<file path="src/rtl/dis_sched.sv">
// Dispatch scheduler: all-or-nothing pair dispatch into four credit-tracked reservation stations.
// Optional stall counter output enabled by defining DIS_STALL_CNT_EN.
module dis_sched #(
  parameter int unsigned RS_DEPTH = 8,
  parameter int unsigned CW       = 4
) (
  input  logic            clk,
  input  logic            rst,
  input  logic            recover,
  input  logic            valid1dis,
  input  logic            res_en1dis,
  input  logic [1:0]      resnum1dis,
  input  logic            valid2dis,
  input  logic            res_en2dis,
  input  logic [1:0]      resnum2dis,
  input  logic [3:0]      rs_release,
  output logic            dis_we1,
  output logic            dis_we2,
  output logic            stall,
  output logic [4*CW-1:0] rs_occ,
  output logic            credit_err
`ifdef DIS_STALL_CNT_EN
  ,
  output logic [31:0]     stall_cnt
`endif
);

  typedef enum logic [1:0] {StRun, StHold, StFlush} state_e;

  localparam logic [CW:0] DepthW = (CW+1)'(RS_DEPTH);

  state_e        r_state, w_state_next;
  logic [CW-1:0] r_occ [4];
  logic [CW-1:0] w_occ_next [4];
  logic [1:0]    w_dem [4];
  logic          r_err;
  logic          w_err_set;
  logic          w_need1, w_need2;
  logic          w_fits, w_dispatch;
  logic          w_we1, w_we2, w_stall;

  assign w_need1 = valid1dis & res_en1dis;
  assign w_need2 = valid2dis & res_en2dis;

  // Fit check uses registered occupancy only; same-cycle releases count next cycle.
  always_comb begin
    w_fits = 1'b1;
    for (int s = 0; s < 4; s++) begin
      w_dem[s] = {1'b0, w_need1 & (resnum1dis == 2'(s))} +
                 {1'b0, w_need2 & (resnum2dis == 2'(s))};
      if (({1'b0, r_occ[s]} + (CW+1)'(w_dem[s])) > DepthW) w_fits = 1'b0;
    end
  end

  always_comb begin
    w_state_next = r_state;
    w_we1        = 1'b0;
    w_we2        = 1'b0;
    w_stall      = 1'b0;
    w_dispatch   = 1'b0;
    if (recover) begin
      w_state_next = StFlush;
    end else begin
      unique case (r_state)
        StFlush: w_state_next = StRun;
        StRun, StHold: begin
          if (w_fits) begin
            w_dispatch   = 1'b1;
            w_we1        = w_need1;
            w_we2        = w_need2;
            w_state_next = StRun;
          end else begin
            w_stall      = 1'b1;
            w_state_next = StHold;
          end
        end
        default: w_state_next = StRun;
      endcase
    end
  end

  // Releases are ignored while recovering or flushing; release on an empty station saturates.
  always_comb begin
    w_err_set = 1'b0;
    for (int s = 0; s < 4; s++) begin
      w_occ_next[s] = r_occ[s];
      if (recover) begin
        w_occ_next[s] = '0;
      end else if (r_state != StFlush) begin
        if (w_dispatch) w_occ_next[s] = w_occ_next[s] + CW'(w_dem[s]);
        if (rs_release[s]) begin
          if (r_occ[s] == '0) w_err_set = 1'b1;
          else                w_occ_next[s] = w_occ_next[s] - CW'(1);
        end
      end
    end
  end

  always_ff @(posedge clk or negedge rst) begin
    if (!rst) begin
      r_state <= StRun;
      r_err   <= 1'b0;
      for (int s = 0; s < 4; s++) r_occ[s] <= '0;
    end else begin
      r_state <= w_state_next;
      if (w_err_set) r_err <= 1'b1;
      for (int s = 0; s < 4; s++) r_occ[s] <= w_occ_next[s];
    end
  end

  // Gate with reset so outputs drop asynchronously, even mid-HOLD.
  assign dis_we1    = w_we1 & rst;
  assign dis_we2    = w_we2 & rst;
  assign stall      = w_stall & rst;
  assign credit_err = r_err;

  always_comb begin
    rs_occ = '0;
    for (int s = 0; s < 4; s++) rs_occ[s*CW +: CW] = r_occ[s];
  end

`ifdef DIS_STALL_CNT_EN
  logic [31:0] r_stall_cnt;

  always_ff @(posedge clk or negedge rst) begin
    if (!rst)       r_stall_cnt <= '0;
    else if (stall) r_stall_cnt <= r_stall_cnt + 32'd1;
  end

  assign stall_cnt = r_stall_cnt;
`endif

endmodule

</file>
<file path="config.mk">
export PLATFORM = sky130hd
export DESIGN_NAME = dis_sched
export DESIGN_NICKNAME = d
export VERILOG_FILES = /design/src/rtl/dis_sched.sv
export SDC_FILE = /design/constraint.sdc
export NUM_CORES = 1
export LEC_CHECK = 0
export ABC_CLOCK_PERIOD_IN_PS = 6120
export BUFFER_PORTS_ARGS = -buffer_cell sky130_fd_sc_hd__buf_4
export CORE_ASPECT_RATIO = 0.8
export CORE_MARGIN = 4
export CORE_UTILIZATION = 44
export CTS_BUF_LIST = sky130_fd_sc_hd__clkbuf_16
export DETAILED_ROUTE_END_ITERATION = 10
export GPL_ROUTABILITY_DRIVEN = 0
export PLACE_DENSITY_LB_ADDON = 0.05
export SYNTH_ARGS = -nofsm -noshare
export SYNTH_HDL_FRONTEND = slang
export SYNTH_SLANG_ARGS = --single-unit
</file>
<file path="constraint.sdc">
create_clock -name clk -period 6.12 [get_ports clk]
set_clock_uncertainty 0.05 [all_clocks]
set_input_delay 0.918 -clock clk [delete_from_list [all_inputs] [get_ports clk]]
set_output_delay 0.918 -clock clk [all_outputs]
set_load 0.1 [all_outputs]
</file>
; ---- Word level (Yosys, flattened, before mapping)
; Cells that the tools add are included.
[word_totals]
register_bits = 19
in_bits = 15
output_inout_bits = 20
wordCells = 119
[op_classes]
addsub = 16
order_cmp = 4
n_eq_ne = 8
n_mux = 63
bitwise = 13
reduce_logical = 9
[ops]
columns = op, count
row1 = $mux W4, 28
row2 = $mux W1, 34
row3 = $add A4 B2 Y5, 4
row4 = $gt A5 B4 Y1 const B, 4
row5 = $add A4 B2 Y4, 4
row6 = $logic_not A4 Y1, 4
row7 = $sub A4 B1 Y4 const B, 4
row8 = $and A1 B1 Y1, 13
row9 = $add A1 B1 Y2, 4
row10 = $eq A2 B2 Y1 const B, 4
row11 = $eq A2 B1 Y1 const B, 3
row12 = $logic_not A2 Y1, 3
row13 = $mux W2, 1
row14 = $ne A2 B2 Y1 const B, 1
row15 = $reduce_bool A2 Y1, 1
row16 = $reduce_or A2 Y1, 1

; ---- Logic depth before layout (Yosys ltp)
; Gate-level depths: netlist of run 1.
[logic_depth]
word_depth = 20
depth_mapped = 15
depth_no_buf = 14

; ---- Worst setup path before layout of run 1
; No wires, ideal clock.
[synth_path]
kind = input port to output port
start = input valid1dis
end = output dis_we1
arrival_time_ns = 4.537
t_required_ns = 5.152
path_slack_ns = 0.615
path_stages = 11
path_buffers = 1
path_cell_list = and4_1 > ha_1 > ha_1 > fa_1 > o31a_1 > o21ai_2 > o22ai_2 > nor3_4 > buf_4 > nand2_1 > nor2_1
[synth_via]
elab_chain_len = 13
elab_cells_between_ends = 25
classes_between = add/sub (8) / order compare (4) / mux (7) / bitwise (6)
[synth_rtl]
columns = item, line_no
row1 = from (decl), 10  ; input logic valid1dis,
row2 = $and A1 B1 Y1 *, 42  ; assign w_need1 = valid1dis & res_en1dis;
row3 = $and A1 B1 Y1, 49  ; w_dem[s] = {1'b0, w_need1 & (resnum1dis == 2'(s))} +
row4 = $add A1 B1 Y2, 49
row5 = $add A4 B2 Y5, 51  ; if (({1'b0, r_occ[s]} + (CW+1)'(w_dem[s])) > DepthW) w_fits = 1'b0;
row6 = $gt A5 B4 Y1, 51
row7 = $mux W1 (4 in series), 51
row8 = $mux W1 *, 67  ; if (w_fits) begin
row9 = $mux W1 *, 64  ; unique case (r_state)
row10 = $mux W1 *, 61  ; if (recover) begin
row11 = $and A1 B1 Y1 *, 112  ; assign dis_we1 = w_we1 & rst;
row12 = to (decl), 17  ; output logic dis_we1,
; Every way passes the cells marked *; elsewhere a longest branch is shown, timed or not.

; ---- Final worst setup path of run 1
[layout_path]
start = input valid1dis
end = output stall
[layout_via]
elab_chain_len = 13
elab_cells_between_ends = 25
classes_between = add/sub (8) / order compare (4) / mux (7) / bitwise (6)
[layout_rtl]
columns = item, line_no
row1 = $and A1 B1 Y1 *, 42
row2 = $and A1 B1 Y1, 49
row3 = $add A1 B1 Y2, 49
row4 = $add A4 B2 Y5, 51
row5 = $gt A5 B4 Y1, 51
row6 = $mux W1 (3 in series), 51
row7 = $mux W1 *, 51
row8 = $mux W1 *, 67
row9 = $mux W1 *, 64
row10 = $mux W1 *, 61
row11 = net w_stall, 40  ; logic w_we1, w_we2, w_stall;
row12 = $and A1 B1 Y1 *, 114  ; assign stall = w_stall & rst;
row13 = to (decl), 19  ; output logic stall,
; Mark *: on every way through the listed nets, which the timed path passes. The rest lies on a longest branch.

==> flow_metrics.py, run 1 <==
metrics = {
    "clocking": {
        "cts_made_buffers": 3,
        "cts_tree": "done",
        "post_cts.resized_instances": 0,
        "htree_num_levels": 1,
        "clk_pin_slew_ns": 0.06,
        "cts_setup_buffers": 0,
        "ctsLongestPathBuffers": 2,
        "cts.hold.buffers_added": 0,
        "clock_latency_ns": 0.26,
        "cts.root.buffer_cell": "clkbuf_16",
        "numClockSinks": 19,
    },
    "finish": {
        "insertedDiodeCount": 0,
        "layout.nets": 326,
        "syn2layout_area_growth_pct": 17.0,
        "nFillCells": 477,
        "post_route_cells_drive_above_1_share_pct": 18.7,
    },
    "sta": {
        "final_worst_path_cycle_share_pct": 74.6,
        "worst_slew_margin_pct": 43.8,
        "slew_violations": 0,
        "setup_total_negative_slack_ns": 0,
        "worstMarginPinSlew_ns": 0.832,
        "fin_ws_ns": 1.55,
        "min_period_ns": 4.57,
        "maxClockFrequency_mhz": 219,
        "hold_violations": 0,
        "grt_setup_unrepaired": "false",
        "final-setup-viol-count": 0,
    },
    "worst_setup_path": {
        "worst_setup_path_start_kind": "input port",
        "crit_path_max_fanout": 5,
        "end_kind": "output port",
        "crit_slowest_cell": "fa_1",
        "critical_path_arrival_ns": 3.60,
        "max_stage_delay_ns": 0.52,
        "critPathRequiredTime_ns": 5.15,
        "crit_path_cell_trace": "buf_4 -> and4_1 -> ha_1 -> ha_1 -> fa_1 -> o31a_1 -> o21ai_2 -> o22ai_2 -> o31a_1 -> and2_1 -> buf_4",
        "critPathKind": "input port to output port",
    },
    "placed_design": {
        "port_buffers": 34,
        "place.detailed.hpwl_um": 4270,
        "pre_cts_slack_ns": 1.55,
    },
    "yosys": {
        "post_synth_instance_area_um2": 2150,
        "number_of_flops_mapped_to_enable_cells_by_yosys": 0,
        "synthesis.area_per_instance_um2": 8.12,
        "ys_types": 63,
        "syn_nets": 296,
        "synth_seq_area_share_pct": 22.1,
        "number_of_register_bits_inferred_by_synthesis": 19,
        "syn_inst": 265,
        "ys.flop_type": "dfrtp_1",
        "async_flop_share_pct": 100,
        "ys.warnings.count": 0,
    },
    "global_routing": {
        "grt_first_pass_wirelength_um": 9350,
        "grt_use_total_pct": 19.0,
        "via_count_of_the_first_global_routing_pass": 1813,
        "overflow": 0,
        "grt_start_max_net_pins": 22,
        "antenna_violations_before_repair": 0,
    },
    "drt": {
        "avgRoutedWirePerCell_um": 16.3,
        "drt-total-wl_um": 5770,
        "post-route-drc-count": 0,
        "vias": 2045,
        "final_antenna_net_count": 0,
        "vias_per_cell": 5.78,
        "detail_route.iter0.violations": 165,
        "drt_first_pass_iters": 5,
    },
    "floorplan": {
        "fp.coreArea_um2": 4650,
        "num_rows": 22,
        "overall_die_area_um2": 6080,
        "floorplan.die.height_um": 70.6,
        "fp.dieW_um": 86.2,
        "initial_utilization_pct": 46.3,
        "boundaryPins": 35,
    },
    "pwr": {
        "power_leakage_nw": 1.10,
        "vdd_drop_max_v": 0.000294,
        "total_power_density_per_cell_area_nw_per_um2": 342,
    },
    "min_path": {
        "hold_path.class": "register to register",
    },
    "status": {
        "status": "completed",
    },
    "run": {
        "maxCapViolCount": 0,
    },
}
## state kept, by name, summed over array words and instances (netlist names)
signal and flops:
rs_occ 16, r_state 2, credit_err 1
## power by group
group	switching (mW)	internal [mW]	leakage, nW
registers	0.0538	0.148	0.254
clock network	0.0572	0.0887	0.0371
logic	0.351	0.163	0.809
## cell families after synthesis
| kind of cell | share of synthesized area (%) |
|---|---|
| adders and majority gates | 10.7 |
| buffers and inverters | 5.12 |
| and+or+nand+nor | 27.6 |
| DFF | 22.1 |
| AOI/OAI and AO/OA | 24.8 |
| xor gates and xnor gates | 5.29 |
| muxes | 4.42 |
## routing by layer
| metal | GRT usage (%) | vias to the layer above | routed length [um] |
|---|---|---|---|
| met4 | 3.11 | 0 | 33 |
| met2 | 26.3 | 62 | 2420 |
| met1 | 30.6 | 951 | 2970 |
| li1 | - | 1030 | - |
| met5 | 0 | - | 0 |
| met3 | 3.73 | 2 | 356 |
## cells in the final DEF, fill, tap and decap left out, types with 6 or more instances in the layout
cell type  instances
inv_1             13
dfrtp_1           19
o21ai_0            9
xnor2_1            6
nor3_1             6
nor2b_1            8
nand2_1           20
nor2_1            35
xor2_1             7
nand3_1            7
ha_1              12
a21oi_1           17
buf_4             36
nand2b_1           7
## worst max-delay path: cells and delay by family
family | cells | cell delay (ns)
adders and majority gates | 3 | 1.02
buffers and inverters | 2 | 0.34
AOI/OAI and AO/OA | 4 | 0.98
and+or+nand+nor | 2 | 0.35
## path summary, 6_finish.rpt
kind	startpoint	endpoint	slack, ns	depth (start not counted)
hold / removal	credit_err	credit_err	0.45	1
setup reg to reg	rs_occ[12]	rs_occ[7]	2.63	10
max in group asynchronous	rst	rs_occ[15]	5.29	1
min in group asynchronous	rst	rs_occ[0]	0.50	1
setup / recovery	valid1dis	stall	1.55	11
hold reg to reg	credit_err	credit_err	0.45	1
## cell usage after synthesis, drive strengths merged (6+ instances only)
cell type  instances  share of area (%)
xnor2              6                2.4
o21ai             11                2.9
nor3               7                2.2
inv               13                2.3
nand2             20                3.5
nor2              35                6.1
nand3              8                2.1
a21oi             21                5.6
ha                12                7.0
xor2               7                2.8
nor2b              8                2.3
nand2b             7                2.0
dfrtp             19                 22
buf                7                2.1
## final cells by class
cell class / count / area (um2) / area share, %
inverter: 13 / 48.8 / 1.94
sequential: 19 / 475 / 18.9
multi-input combinational: 222 / 1570 / 62.2
clock inverter: 1 / 7.51 / 0.298
clock buffer: 3 / 75.1 / 2.98
timing repair buffer: 36 / 270 / 10.7
tap: 60 / 75.1 / 2.98
## per-stage QoR
| stage | hold WS [ns] | utilization [%] | total power, mW | instances | cell area, um2 |
|---|---|---|---|---|---|
| CTS | 0.448 | 54.1 | 0.861 | 354 | 2520 |
| global route | 0.459 | 54.1 | 0.915 | 354 | 2520 |
| floorplan | 0.500 | - | 0.607 | 265 | 2150 |
| detailed placement | 0.432 | 52.4 | 0.712 | 350 | 2440 |
| global placement | 0.421 | 52.4 | 0.709 | 350 | 2440 |
| finish | 0.447 | 54.1 | 0.861 | 354 | 2520 |
Note: power is estimated with default switching activity, not from simulation.
==> run 2, diff against run 1 <==
Settings changed: ABC_CLOCK_PERIOD_IN_PS 6120 to 4450.
Clock period 6.12 ns to 4.45 ns, I/O delays scaled along.
==> flow_metrics.py, run 2 (same netlist as run 1, synthesis figures left out) <==
metrics = {
    "pwr": {
        "total_power_density_per_cell_area_nw_per_um2": 466,
        "power_leakage_nw": 1.10,
        "vdd_drop_max_v": 0.000392,
        "finalPower_mw": 1.18,
    },
    "clocking": {
        "cts_tree": "done",
        "clk_pin_slew_ns": 0.06,
        "htree_num_levels": 1,
        "cts_made_buffers": 3,
        "ctsLongestPathBuffers": 2,
        "post_cts.resized_instances": 0,
        "cts.hold.buffers_added": 0,
        "clock_latency_ns": 0.26,
        "cts.root.buffer_cell": "clkbuf_16",
        "numClockSinks": 19,
        "cts_setup_buffers": 0,
    },
    "finish": {
        "layout.cells.most_common_list": "buf_4 (37), nor2_1 (33), nand2_1 (20)",
        "non_filler_cells_in_the_finished_layout": 355,
        "mostFrequentLayoutCell": "buf_4",
        "layout.nets": 327,
        "post_route_cells_drive_above_1_share_pct": 19.7,
        "insertedDiodeCount": 0,
        "largest_register_ffs": 16,
        "syn2layout_area_growth_pct": 17.6,
    },
    "worst_setup_path": {
        "critPathRequiredTime_ns": 3.73,
        "critical_path_arrival_ns": 3.40,
        "timing.critical_path.from": "valid1dis",
        "worst_reg2reg_path_endpoint": "rs_occ[11]",
        "r2r_slack_ns": 1.09,
        "worst_setup_path_start_kind": "input port",
        "worstSetupEndpoint": "dis_we1",
        "critPathKind": "input port to output port",
        "ff_to_ff_path_depth": 10,
        "crit_path_max_fanout": 5,
        "reg2reg_launch_point": "rs_occ[12]",
        "end_kind": "output port",
    },
    "drt": {
        "post-route-drc-count": 0,
        "routedLengthMet1_um": 2930,
        "avgRoutedWirePerCell_um": 16.2,
        "final_antenna_net_count": 0,
        "vias_per_cell": 5.73,
        "drt-total-wl_um": 5740,
        "vias": 2035,
        "met2_wirelength_um": 2410,
        "detailroute.wirelength.met3_um": 336,
        "detail_route.iter0.violations": 103,
        "route.top_layer_used": "met4",
        "drt_first_pass_iters": 4,
    },
    "sta": {
        "fin_worst_hold_slack_ns": 0.244,
        "final-setup-viol-count": 0,
        "maxClockFrequency_mhz": 243,
        "hold_violations": 0,
        "worstMarginPinSlew_ns": 0.849,
        "worst_slew_margin_pct": 42.7,
        "final_worst_path_cycle_share_pct": 92.5,
        "grt_setup_unrepaired": "false",
        "min_period_ns": 4.12,
        "fin_ws_ns": 0.334,
        "slew_violations": 0,
    },
    "run": {
        "maxCapViolCount": 0,
    },
    "floorplan": {
        "overall_die_area_um2": 6080,
        "num_rows": 22,
        "boundaryPins": 35,
        "floorplan.die.height_um": 70.6,
        "fp.dieW_um": 86.2,
        "initial_utilization_pct": 46.3,
        "fp.coreArea_um2": 4650,
    },
    "placed_design": {
        "placed_cells_incl_taps": 351,
        "place.detailed.hpwl_um": 4310,
        "port_buffers": 34,
        "pre_cts_slack_ns": 0.312,
    },
    "min_path": {
        "hold_path.class": "input port to async pin",
    },
    "global_routing": {
        "grt_first_pass_wirelength_um": 9970,
        "overflow": 0,
        "antenna_violations_before_repair": 0,
        "via_count_of_the_first_global_routing_pass": 1969,
        "grt_use_total_pct": 20.3,
        "grt_start_max_net_pins": 22,
    },
    "status": {
        "status": "completed",
    },
}
## run 2: changes by cell type in the layout (fill, tap and decap cells not counted), sizes merged
cell	previous run	this run
buf	36	37
## run 2: report_power, final
group	leakage [nW]	switching [mW]	internal [mW]
logic	0.813	0.478	0.226
registers	0.254	0.0758	0.203
clock network	0.0371	0.0753	0.122
## run 2: layout make-up
class	count	area, um2
clock inverters	1	7.51
fillers	457	2120
flip-flops and latches	19	475
multi-input cells	222	1570
inverters	13	48.8
repair buffers	37	278
well taps	60	75.1
clock buffers	3	75.1
## run 2: routing by layer
metal / up-vias / track usage [%]
met5: - / 0
met4: 0 / 3.98
met3: 6 / 3.73
met2: 51 / 29.7
met1: 950 / 31.3
li1: 1028 / -
## run 2: worst min path at each step
stage	start	endpoint	slack (ns)	cells past startpoint
2_1_floorplan	rst	credit_err	0.32	0
3_3_place_gp	credit_err	credit_err	0.42	1
3_5_place_dp	credit_err	credit_err	0.42	1
4_1_cts	rst	rs_occ[0]	0.25	1
5_1_grt	rst	rs_occ[0]	0.26	1
6_report	rst	rs_occ[0]	0.24	1
## run 2: critical path, stage by stage
cell and delay (ns):
buf_4 0.11, and4_1 0.19, ha_1 0.29, ha_1 0.20
fa_1 0.53, o31a_1 0.32, o21ai_2 0.17, o22ai_2 0.17
nor3_4 0.20, nand2_1 0.12, nor2_2 0.11, buf_4 0.29
## run 2: stage by stage
stage / util (%) / cell area (um2) / setup TNS [ns]
final: 54.4 / 2530 / 0
after global placement: 52.6 / 2450 / 0
after global routing: 54.4 / 2530 / 0
after detailed placement: 52.6 / 2450 / 0
after CTS: 54.4 / 2530 / 0
after floorplan: - / 2160 / -0.218
